==> src/rtl/partition_sweep_ctrl_if.sv <==
// rtl/partition_sweep_ctrl_if.sv - partition sweep request, pattern/response and result bundle
interface partition_sweep_ctrl_if #(
    parameter int N_IN  = 5,
    parameter int N_OUT = 7,
    parameter int HD_W  = $clog2(N_OUT + 1)
);
    logic                   start;
    logic [N_OUT-1:0]       po_exact;
    logic [N_OUT-1:0]       po_approx;
    logic [N_IN-1:0]        pi;
    logic                   busy;
    logic                   done;
    logic [N_IN:0]          err_count;
    logic [N_IN+HD_W-1:0]   hd_sum;
    logic [HD_W-1:0]        max_hd;
    logic                   first_err_vld;
    logic [N_IN-1:0]        first_err_pat;

    modport master (
        output start, po_exact, po_approx,
        input  pi, busy, done, err_count, hd_sum, max_hd, first_err_vld, first_err_pat
    );

    modport slave (
        input  start, po_exact, po_approx,
        output pi, busy, done, err_count, hd_sum, max_hd, first_err_vld, first_err_pat
    );
endinterface

==> src/rtl/partition_sweep_ctrl.sv <==
// rtl/partition_sweep_ctrl.sv - exhaustive input sweep and error-metric accumulation for one partition
module partition_sweep_ctrl #(
    parameter int N_IN   = 5,
    parameter int N_OUT  = 7,
    parameter int SETTLE = 1,
    parameter int HD_W   = $clog2(N_OUT + 1)
) (
    input  logic                  clk,
    input  logic                  rst_n,
    partition_sweep_ctrl_if.slave sweep
);
    typedef enum logic [1:0] {IDLE, WAIT, SAMPLE, DONE} state_t;

    localparam logic [3:0] SETTLE_C = 4'(SETTLE);

    state_t                 state, next_state;
    logic [3:0]             wait_cnt;
    logic [N_IN-1:0]        pi_q;
    logic                   busy_q, done_q, fev_q;
    logic [N_IN:0]          err_q;
    logic [N_IN+HD_W-1:0]   hd_sum_q;
    logic [HD_W-1:0]        max_hd_q;
    logic [N_IN-1:0]        fep_q;
    logic [N_OUT-1:0]       diff;
    logic [HD_W-1:0]        hd;
    logic                   accept, sample, last_pat;

    assign diff     = sweep.po_exact ^ sweep.po_approx;
    assign last_pat = (pi_q == {N_IN{1'b1}});

    always_comb begin
        hd = '0;
        for (int i = 0; i < N_OUT; i++) begin
            hd = hd + HD_W'(diff[i]);
        end
    end

    always_comb begin
        next_state = state;
        accept     = 1'b0;
        sample     = 1'b0;
        case (state)
            IDLE: begin
                if (sweep.start) begin
                    accept     = 1'b1;
                    next_state = (SETTLE_C != 4'd0) ? WAIT : SAMPLE;
                end
            end
            WAIT: begin
                if (wait_cnt == 4'd1) next_state = SAMPLE;
            end
            SAMPLE: begin
                sample = 1'b1;
                if (last_pat)                  next_state = DONE;
                else if (SETTLE_C != 4'd0)     next_state = WAIT;
                else                           next_state = SAMPLE;
            end
            DONE:    next_state = IDLE;
            default: next_state = IDLE;
        endcase
    end

    always_ff @(posedge clk or negedge rst_n) begin
        if (!rst_n) state <= IDLE;
        else        state <= next_state;
    end

    // po_* are only ever consumed in SAMPLE, the final cycle of each pattern
    always_ff @(posedge clk or negedge rst_n) begin
        if (!rst_n) begin
            wait_cnt <= '0;
            pi_q     <= '0;
            busy_q   <= 1'b0;
            done_q   <= 1'b0;
            err_q    <= '0;
            hd_sum_q <= '0;
            max_hd_q <= '0;
            fev_q    <= 1'b0;
            fep_q    <= '0;
        end else begin
            done_q <= sample && last_pat;
            if (accept) begin
                pi_q     <= '0;
                busy_q   <= 1'b1;
                err_q    <= '0;
                hd_sum_q <= '0;
                max_hd_q <= '0;
                fev_q    <= 1'b0;
                fep_q    <= '0;
                wait_cnt <= SETTLE_C;
            end
            if (state == WAIT) wait_cnt <= wait_cnt - 4'd1;
            if (sample) begin
                hd_sum_q <= hd_sum_q + (N_IN+HD_W)'(hd);
                if (hd != '0) begin
                    err_q <= err_q + (N_IN+1)'(1);
                    if (!fev_q) begin
                        fev_q <= 1'b1;
                        fep_q <= pi_q;
                    end
                end
                if (hd > max_hd_q) max_hd_q <= hd;
                if (last_pat) begin
                    busy_q <= 1'b0;
                end else begin
                    pi_q     <= pi_q + N_IN'(1);
                    wait_cnt <= SETTLE_C;
                end
            end
        end
    end

    assign sweep.pi            = pi_q;
    assign sweep.busy          = busy_q;
    assign sweep.done          = done_q;
    assign sweep.err_count     = err_q;
    assign sweep.hd_sum        = hd_sum_q;
    assign sweep.max_hd        = max_hd_q;
    assign sweep.first_err_vld = fev_q;
    assign sweep.first_err_pat = fep_q;
endmodule
==> src/flat_wrapper.sv <==
// flat-port wrapper written by rule: the top's interface ports become plain ports
module partition_sweep_ctrl_flat 
#(
    parameter int N_IN   = 5,
    parameter int N_OUT  = 7,
    parameter int SETTLE = 1,
    parameter int HD_W   = $clog2(N_OUT + 1)
)
  (clk, rst_n, sweep_start, sweep_po_exact, sweep_po_approx, sweep_pi, sweep_busy, sweep_done, sweep_err_count, sweep_hd_sum, sweep_max_hd, sweep_first_err_vld, sweep_first_err_pat);
  partition_sweep_ctrl_if #(.N_IN(N_IN), .N_OUT(N_OUT), .HD_W(HD_W)) sweep_i ();
  input  logic clk;
  input  logic rst_n;
  input wire logic [$bits(sweep_i.start)-1:0] sweep_start;
  input wire logic [$bits(sweep_i.po_exact)-1:0] sweep_po_exact;
  input wire logic [$bits(sweep_i.po_approx)-1:0] sweep_po_approx;
  output wire logic [$bits(sweep_i.pi)-1:0] sweep_pi;
  output wire logic [$bits(sweep_i.busy)-1:0] sweep_busy;
  output wire logic [$bits(sweep_i.done)-1:0] sweep_done;
  output wire logic [$bits(sweep_i.err_count)-1:0] sweep_err_count;
  output wire logic [$bits(sweep_i.hd_sum)-1:0] sweep_hd_sum;
  output wire logic [$bits(sweep_i.max_hd)-1:0] sweep_max_hd;
  output wire logic [$bits(sweep_i.first_err_vld)-1:0] sweep_first_err_vld;
  output wire logic [$bits(sweep_i.first_err_pat)-1:0] sweep_first_err_pat;
  assign sweep_i.start = sweep_start;
  assign sweep_i.po_exact = sweep_po_exact;
  assign sweep_i.po_approx = sweep_po_approx;
  assign sweep_pi = sweep_i.pi;
  assign sweep_busy = sweep_i.busy;
  assign sweep_done = sweep_i.done;
  assign sweep_err_count = sweep_i.err_count;
  assign sweep_hd_sum = sweep_i.hd_sum;
  assign sweep_max_hd = sweep_i.max_hd;
  assign sweep_first_err_vld = sweep_i.first_err_vld;
  assign sweep_first_err_pat = sweep_i.first_err_pat;
  partition_sweep_ctrl #(.N_IN(N_IN), .N_OUT(N_OUT), .SETTLE(SETTLE), .HD_W(HD_W)) u_core (.clk(clk), .rst_n(rst_n), .sweep(sweep_i));
endmodule
==> config.mk <==
export PLATFORM = sky130hd
export DESIGN_NAME = partition_sweep_ctrl_flat
export DESIGN_NICKNAME = d
export VERILOG_FILES = /design/src/rtl/partition_sweep_ctrl_if.sv /design/src/rtl/partition_sweep_ctrl.sv /design/src/flat_wrapper.sv
export SDC_FILE = /design/constraint.sdc
export NUM_CORES = 1
export LEC_CHECK = 0
export ABC_AREA = 1
export CAP_MARGIN = 20
export CORE_ASPECT_RATIO = 0.8
export CORE_MARGIN = 3
export CORE_UTILIZATION = 55
export CTS_CLUSTER_DIAMETER = 50
export DETAILED_ROUTE_END_ITERATION = 10
export PLACE_DENSITY = 0.85
export SYNTH_ARGS = -nofsm -noshare
export SYNTH_HDL_FRONTEND = slang
export SYNTH_SLANG_ARGS = --single-unit
==> constraint.sdc <==
create_clock -name clk -period 4.5 [get_ports clk]
set_clock_uncertainty 0.1 [all_clocks]
set_input_delay 1.35 -clock clk [delete_from_list [all_inputs] [get_ports clk]]
set_output_delay 1.35 -clock clk [all_outputs]
set_load 0.01 [all_outputs]
* Yosys cells after proc, flatten, opt, wreduce, memory -nomap -nowiden
Cells that the tools add are included.
Storage, ports and cells: register bits after elaboration 36, word-level logic and storage cells 67
Operators by class: $lt $le $gt $ge 1, equal/unequal tests 7, add/subtract/negate cells 10, bitwise gates (word level) 1, muxes and demuxes 33, reduce and logical (&&, ||, !) cells 5
Operators by type and width (count):
- 2-to-1 mux 5 bit | 7
- 2-to-1 mux 6 bit | 3
- 2-to-1 mux 4 bit | 4
- 2-to-1 mux 8 bit | 2
- adder 3 x 1 -> 3 bit | 5
- 2-to-1 mux 1 bit | 10
- 2-to-1 mux 3 bit | 3
- adder 8 x 3 -> 8 bit | 1
- one-hot mux 2 bit (4 select lines) | 1
- XOR 7 bit | 1
- adder 6 x 1 -> 6 bit (second input constant) | 1
- 2-to-1 mux 2 bit | 3
- adder 5 x 1 -> 5 bit (second input constant) | 1
- == test 5 bit (second input constant) | 1
- == test 2 bit (second input constant) | 2
- == test 4 x 1 -> 1 bit (second input constant) | 1
- subtractor 4 x 1 -> 4 bit (second input constant) | 1
- greater-than comparator 3 bit | 1
- nonzero test 3 bit | 1
- adder 1 x 1 -> 2 bit | 1
- == test 2 x 1 -> 1 bit (second input constant) | 1
- logical NOT 2 bit | 1
- inequality test 2 x 1 -> 1 bit (second input constant) | 1
- inequality test 2 bit (second input constant) | 1
- other kinds (3) | 3

* Longest topological paths before layout
depth in word-level cells 10, gate-level depth with buffers 20, gate-level depth less buffers 20

* Worst setup path before layout
OpenSTA, ideal clock, no wires.
path kind input-to-reg, from input sweep_po_approx[0], to register u_core.hd_sum_q[6], in the netlist u_core.sweep.hd_sum[6], stages on the path 17, setup time 0.117 ns, path buffers 0, required time 4.283 ns, setup slack -0.165 ns, arrival time 4.447 ns, cell sequence xor2_1 -> ha_1 -> inv_1 -> fa_1 -> inv_1 -> fa_1 -> ha_1 -> inv_1 -> fa_1 -> nand2_1 -> nand2_1 -> ha_1 -> nand2_1 -> a21oi_1 -> nand3_1 -> nand3_1 -> nand2_1
On the way: word-level cells in the longest chain between the ends 9
RTL lines:
- from (decl) | RTL line flat_wrapper.sv:15 | input wire logic [$bits(sweep_i.po_approx)-1:0] sweep_po_approx;
- XOR 7 bit | RTL line partition_sweep_ctrl.sv:28 | assign diff = sweep.po_exact ^ sweep.po_approx;
- adder 1 x 1 -> 2 bit | RTL line partition_sweep_ctrl.sv:34 | hd = hd + HD_W'(diff[i]);
- adder 3 x 1 -> 3 bit (5 in a row) | RTL line partition_sweep_ctrl.sv:34
- adder 8 x 3 -> 8 bit | RTL line partition_sweep_ctrl.sv:94 | hd_sum_q <= hd_sum_q + (N_IN+HD_W)'(hd);
- 2-to-1 mux 8 bit | RTL line partition_sweep_ctrl.sv:93 | if (sample) begin
- to (signal assigned) | RTL line partition_sweep_ctrl.sv:94
- to (decl) | RTL line partition_sweep_ctrl.sv:21 | logic [N_IN+HD_W-1:0] hd_sum_q;
Every way passes these cells. A chain may end at the register's enable or synchronous reset.

* Worst setup path after layout
from input sweep_po_exact[0], to register u_core.hd_sum_q[4], in the netlist u_core.sweep.hd_sum[4]
On the way: word-level cells in the longest chain between the ends 9
RTL lines:
- from (decl) | RTL line flat_wrapper.sv:14 | input wire logic [$bits(sweep_i.po_exact)-1:0] sweep_po_exact;
- XOR 7 bit | RTL line partition_sweep_ctrl.sv:28
- adder 1 x 1 -> 2 bit | RTL line partition_sweep_ctrl.sv:34
- adder 3 x 1 -> 3 bit (5 in a row) | RTL line partition_sweep_ctrl.sv:34
- adder 8 x 3 -> 8 bit | RTL line partition_sweep_ctrl.sv:94
- 2-to-1 mux 8 bit | RTL line partition_sweep_ctrl.sv:93
Every way passes these cells.

==> out/results.txt <==
H-tree levels = 2
total global-route track usage = 22.02%
global-route wire length before repair = 8659 um
Crit Path Class = primary input to flop
Final WS setup = 0.08984 ns
pwr dens = 589.4 mW/mm^2
Hold Violations, Final = 0
First-pass DRT Iterations = 4
Critical Path Stages = 18
clock latency at the later pin of the worst-skew pair = 0.29 ns
# diodes = 0
Syn-to-layout area delta = 37.40%
YS warnings = 0
routed vias/inst = 5.140
initial antenna violation count = 0
crit share post-route = 98.00%
Power, Total = 0.001802 W
clk buf depth = 2
Avg Inst Size Synth = 7.724 um^2
Final min period = 4.410 ns
CP Launch Type = primary input
Seq cells post-synth = 36
Antenna Violating Nets Remaining = 0
Max Freq = 226.7 MHz
vias = 2061
Worst-path clk slew = 0.07 ns
number of global-route vias before repair = 2012
I/O Buffers = 46
CP endpoint = u_core.sweep.hd_sum[4]
reg-to-reg slack, setup = 2.81 ns
Worst Path Required = 4.58 ns
Slew Viols, Final = 0
worst reg2reg path startpoint = u_core.sweep.pi[0]
die area = 0.004849 mm^2
final setup fails = 0
routability cong. = 0.8536
DR WL/cell = 12.96 um
TritonCTS clock tree = done
DRC = 0
Mapped Cells = 288
Die W = 77.11 um
most frequent cells in the layout = 65 x nand2_1, 44 x inv_1, 38 x clkdlybuf4s50_1
crit path DAT = 4.49 ns
Max FO, Critical Path = 5
WL final = 5195 um
commonest non-fill, non-tap cell in the layout = nand2_1
Core Util, Final = 79.32%
mapped cell area = 0.002225 mm^2
Min-Delay Path Class = flop to flop
Die Y = 62.89 um
layout cells sized above 1 = 19.94%
sequential share of the synthesized area = 40.49%
CTS root buffer = clkbuf_8
Placement Setup Slack = -0.5910 ns
nets = 380
Crit. End Element = flop
slowest CP cell = fa_2
CTS buffer count = 5
status = complete, no violations
area of placed instances = 0.002838 mm^2
Worst R2R Path Depth = 10
initial core utilization = 57.73%
Worst Path Buf+Inv = 6
Crit. Startpoint = sweep_po_exact[0]
Starting DRT DRC Count = 185
Max stage delay on crit path = 0.54 ns
cell breakdown of the critical path = buf_6 > xor2_1 > ha_1 > inv_2 > fa_1 > inv_2 > fa_1 > ha_2 > inv_2 > fa_2 > inv_4 > fa_2 > nand2_4 > a21oi_4 > nand2_1 > nand2_1 > nand2_1 > inv_1
global route overflow = 0
Worst path top cell family by delay = adder cells
RSZ-0062 raised after global routing = true
largest net degree at the start of global routing = 37
peak supply drop = 0.4063 mV
Clock Sinks = 36
Mapped Nets = 322
leak pwr = 1.533 nW
worst hold slack = 0.4069 ns
post-synth cell types = 25
fillers = 271
Rel. slew slack = 69.15%
num ports = 47
Final HPWL DP = 3538 um
max_cap viols = 0
cts hold-fix bufs = 0
Worst-Margin Slew = 0.4627 ns
hold path startpoint = u_core.sweep.busy
Rows = 20
cell area after layout = 0.003057 mm^2
Core Area = 0.003854 mm^2
RR Endpoint = u_core.wait_cnt[3]
-- per-stage QoR --
step | std cells | TNS [ns]
final | 401 | 0
after global routing | 401 | -0.1003
after CTS | 399 | 0
after detailed placement | 391 | -10.43
after global placement | 391 | -8.808
after floorplan | 288 | 0
-- report_power, final --
part,internal [W],total [W],switching [W]
clock,0.000136,0.000249,0.000113
sequential,0.000421,0.000511,0.0000903
combinational,0.000461,0.00104,0.000581
-- worst min-delay path by stage --
stage	slack, ns	endpoint	depth (start not counted)
finish	0.41	u_core.sweep.busy	2
CTS	0.41	u_core.sweep.busy	2
global route	0.46	u_core.wait_cnt[3]	2
floorplan	0.39	u_core.wait_cnt[1]	2
detailed placement	0.40	u_core.sweep.busy	2
global placement	0.39	u_core.sweep.busy	2
-- cell usage after synthesis --
cell      count  area [um^2]
o21ai_1       3        15.01
o21ai_2       5        43.79
inv_1        50        187.7
nor2_2        1        6.260
buf_2         2        10.01
nand4_1       9        56.30
dfrtp_1      36        900.9
nand3b_1      2        15.01
fa_1          4        80.08
a22o_1        2        17.52
xor2_1        5        43.79
nand3_1      28        140.1
nor2_1       24        90.09
nand2_1      78        292.8
a21oi_1       4        20.02
nand3_2       1        10.01
buf_4         4        30.03
inv_2         2        7.510
o22ai_1       1        6.260
o21ai_0       6        30.03
nand2_2       3        18.77
ha_1         13        162.7
inv_4         1        6.260
xnor2_1       3        26.28
o21bai_1      1        7.510
-- worst reg2reg max path: cells and delay by family (launching register included) --
family	cells	cell delay, ns
and+or+nand+nor	5	0.41
DFF	1	0.41
AOI/OAI and AO/OA	1	0.05
buffers and inverters	2	0.17
adders and majority gates	2	0.43
-- layout make-up --
cell class | instances | area, um^2 | area share, %
clock buffers | 7 | 96.34 | 3.152
inverters | 53 | 207.7 | 6.795
flip-flops and latches | 36 | 900.9 | 29.47
well taps | 55 | 68.82 | 2.251
multi-input cells | 193 | 1234 | 40.36
repair buffers | 57 | 549.3 | 17.97
-- registers in the layout, summed over array words and instances, names as in the netlist --
| signal | flops |
|---|---|
| u_core.sweep.done | 1 |
| u_core.sweep.pi | 5 |
| u_core.sweep.max_hd | 3 |
| u_core.state | 2 |
| u_core.sweep.busy | 1 |
| u_core.sweep.first_err_pat | 5 |
| u_core.sweep.err_count | 6 |
| u_core.wait_cnt | 4 |
| u_core.sweep.first_err_vld | 1 |
| u_core.sweep.hd_sum | 8 |
-- timing repair --
item / in CTS / in global routing
endpoints found under the setup margin: 22 / 11
resized for setup: 28 / 22
pin swaps: 16 / 18
setup buffers: 1 / 2
-- cell families after synthesis --
kind of cell	after synthesis	share of synthesized area, %
xor gates and xnor gates	8	3.150
DFF	36	40.49
buffers and inverters	59	10.86
and+or+nand+nor	146	28.29
AOI/OAI and AO/OA	22	6.299
adders and majority gates	17	10.91
-- layer usage --
layer | vias up | global-route usage [%] | wire length [um]
li1 | 1016 | - | -
met4 | 0 | 4.889 | 94
met3 | 13 | 5.331 | 157
met1 | 987 | 26.60 | 2280
met5 | - | 0 | 0
met2 | 45 | 39.78 | 2662
(Power assumes the default switching activity.)
==> RTL change: new RTL, same flow settings <==
Re-encode `state_t` (4 states) as Gray code, 2 bits wide.
--- a/src/rtl/partition_sweep_ctrl.sv
+++ b/src/rtl/partition_sweep_ctrl.sv
@@ -9,7 +9,7 @@
     input  logic                  rst_n,
     partition_sweep_ctrl_if.slave sweep
 );
-    typedef enum logic [1:0] {IDLE, WAIT, SAMPLE, DONE} state_t;
+    typedef enum logic [1:0] {IDLE = 2'b00, WAIT = 2'b01, SAMPLE = 2'b11, DONE = 2'b10} state_t;
 
     localparam logic [3:0] SETTLE_C = 4'(SETTLE);
 
Function: same outputs for any inputs over 10 cycles, from zero or initial values and one cycle with rst_n low; not proved beyond that.
==> RTL change against the original RTL <==
Power is 5.5% higher. Synthesized cell count is 2.4% lower. Setup slack worse by 0.062 ns. Sequential cell count stayed put. Register-to-register slack worse by 0.36 ns. Cell area is 0.25% lower. First-iteration DRC count is 22% lower. Area after synthesis is 1.8% lower. Non-clock buffer count is 1 lower. Maximum frequency is 1.4% lower. Routed wire length is 19% higher.
==> RTL change: results (changes against the original RTL) <==
sequential-to-total area share from yosys stat 41.24% (was 40.49%); Largest register FFs 8 (unchanged); critical path startpoint sweep_po_approx[0] (was sweep_po_exact[0]); fraction of registers with async set/reset 100.0% (unchanged); GRT Total Usage 24.82% (was 22.02%); clk_lat worst skew 0.30 ns; Synth area leaders dfrtp_1 41%, nand2_1 14%, inv_1 7.9%, ha_1 7.4%, nand3_1 6.0% (was dfrtp_1 40%, nand2_1 13%, inv_1 8.4%, ha_1 7.3%, nand3_1 6.3%); GPL Wtd Cong 0.8236 (was 0.8536); peak supply drop 0.0004475 V (was 0.0004063 V); initial antenna violation count 0 (unchanged); CP delay by family, top adder cells (unchanged); status finished, final reports clean (unchanged); CTS clk-pin slew, worst paths 0.07 ns (about the same); final instance count without filler cells 389 (was 401); worst-margin pin slew 0.8448 ns (was 0.4627 ns); Yosys cell types 26 (was 25); maximum fanout along the worst path 6 (was 5); Placed Cells 380 (was 391); WP data arrival 4.59 ns (was 4.49 ns); DP Worst Slack -0.6213 ns (was -0.5910 ns); vias per std cell 5.514 (was 5.140); Final #Nets 371 (was 380); clk root buf clkbuf_8 (unchanged); slowest CP cell fa_2 (unchanged); warnings from Yosys 0 (unchanged); layout cells sized above 1 19.88% (was 19.94%); htree depth 2 (unchanged); worst reg2reg path startpoint u_core.state[1] (was u_core.sweep.pi[0]); vias in the first global route 2083 (was 2012); largest stage delay on the critical path 0.55 ns; Tmin final 4.472 ns (was 4.410 ns); Min Hold Slack 0.3992 ns (was 0.4069 ns); clock buffer depth 2 (unchanged); 1st-pass router iterations 5 (was 4); Port Buffers 46 (unchanged); dpl hpwl 3825 um (was 3538 um); pin count of the biggest net entering global routing 37 (unchanged); Routed WL per cell 15.90 um (was 12.96 um); Syn Area/Cell 7.774 um^2 (was 7.724 um^2); worst hold path class flip-flop to flip-flop (unchanged); Post-synth top cells 79 x nand2_1, 46 x inv_1, 36 x dfrtp_1 (was 78 x nand2_1, 50 x inv_1, 36 x dfrtp_1); syn nets 315 (was 322); Iteration-0 DRC Markers 144 (was 185); Worst R2R Setup Slack 2.45 ns (was 2.81 ns); CTS buffer count 5 (unchanged); # diodes 0 (unchanged); worst hold start u_core.wait_cnt[0] (was u_core.sweep.busy); first-pass GRT wire length 9453 um (was 8659 um); static leakage 0.001526 uW (was 0.001533 uW); fillers 218 (was 271)
==> RTL change: per-stage QoR <==
| stage | total power, uW | cell area (um^2) |
|---|---|---|
| 2_1_floorplan | 1059 | 2217 |
| 3_3_place_gp | 1357 | 2759 |
| 3_5_place_dp | 1402 | 2759 |
| 4_1_cts | 1718 | 2903 |
| 5_1_grt | 2023 | 3049 |
| 6_report | 1901 | 3049 |
==> RTL change: kinds of logic (layout without fill, tap and decap cells) <==
family | count (synthesis) | in the layout | synth area share (%)
XOR/XNOR | 8 | 8 | 3.207
flip-flops | 36 | 36 | 41.24
adder cells (fa/ha/maj) | 17 | 17 | 11.11
buffers and inverters | 56 | 112 | 10.42
AND/OR/NAND/NOR | 143 | 143 | 28.98
AO/OA/AOI/OAI | 21 | 21 | 5.040
==> RTL change: report_power, final <==
part | leakage (uW) | internal [uW] | switching (uW)
combinational | 0.00100 | 483 | 640
clock | 0.0000503 | 137 | 122
sequential | 0.000472 | 422 | 96.5
total | 0.00153 | 1040 | 858
==> RTL change: final cells by class <==
class / count / area (um^2) / share of cell area (%)
Multi-Input combinational cell: 189 / 1252 / 41.08
Tap cell: 52 / 65.06 / 2.134
Sequential cell: 36 / 900.9 / 29.54
Timing Repair Buffer: 56 / 545.5 / 17.89
Inverter: 49 / 188.9 / 6.196
Clock buffer: 7 / 96.34 / 3.160
==> RTL change: final timing paths <==
kind / cells after the start / endpoint
setup reg to reg: 6 / u_core.sweep.first_err_pat[1]
hold / removal: 1 / u_core.wait_cnt[0]
min in group asynchronous: 2 / u_core.sweep.hd_sum[6]
setup / recovery: 18 / u_core.sweep.first_err_pat[2]
hold reg to reg: 1 / u_core.wait_cnt[0]
max in group asynchronous: 2 / u_core.sweep.done
==> RTL change: worst reg2reg max path: cells and delay by family, from the launching register on <==
kind | cells | cell delay (ns)
buf+inv | 2 | 0.70
flops | 1 | 0.40
simple gates | 3 | 0.66
compound gates | 1 | 0.07
==> RTL change: layer usage <==
layer  wire length (um)  track usage (%)
met1               2463            31.69
met3                475            4.899
met5                  0                0
met2               3069            41.01
met4                179            11.09
==> RTL change: what timing repair did <==
action | 4_1_cts | 5_1_grt
resized for setup | 33 | 34
endpoints found under the setup margin | 22 | 21
pin swaps | 10 | 17
buffers inserted | 0 | 1
hold endpoints to repair | 0 | 0
gates cloned | 0 | 1
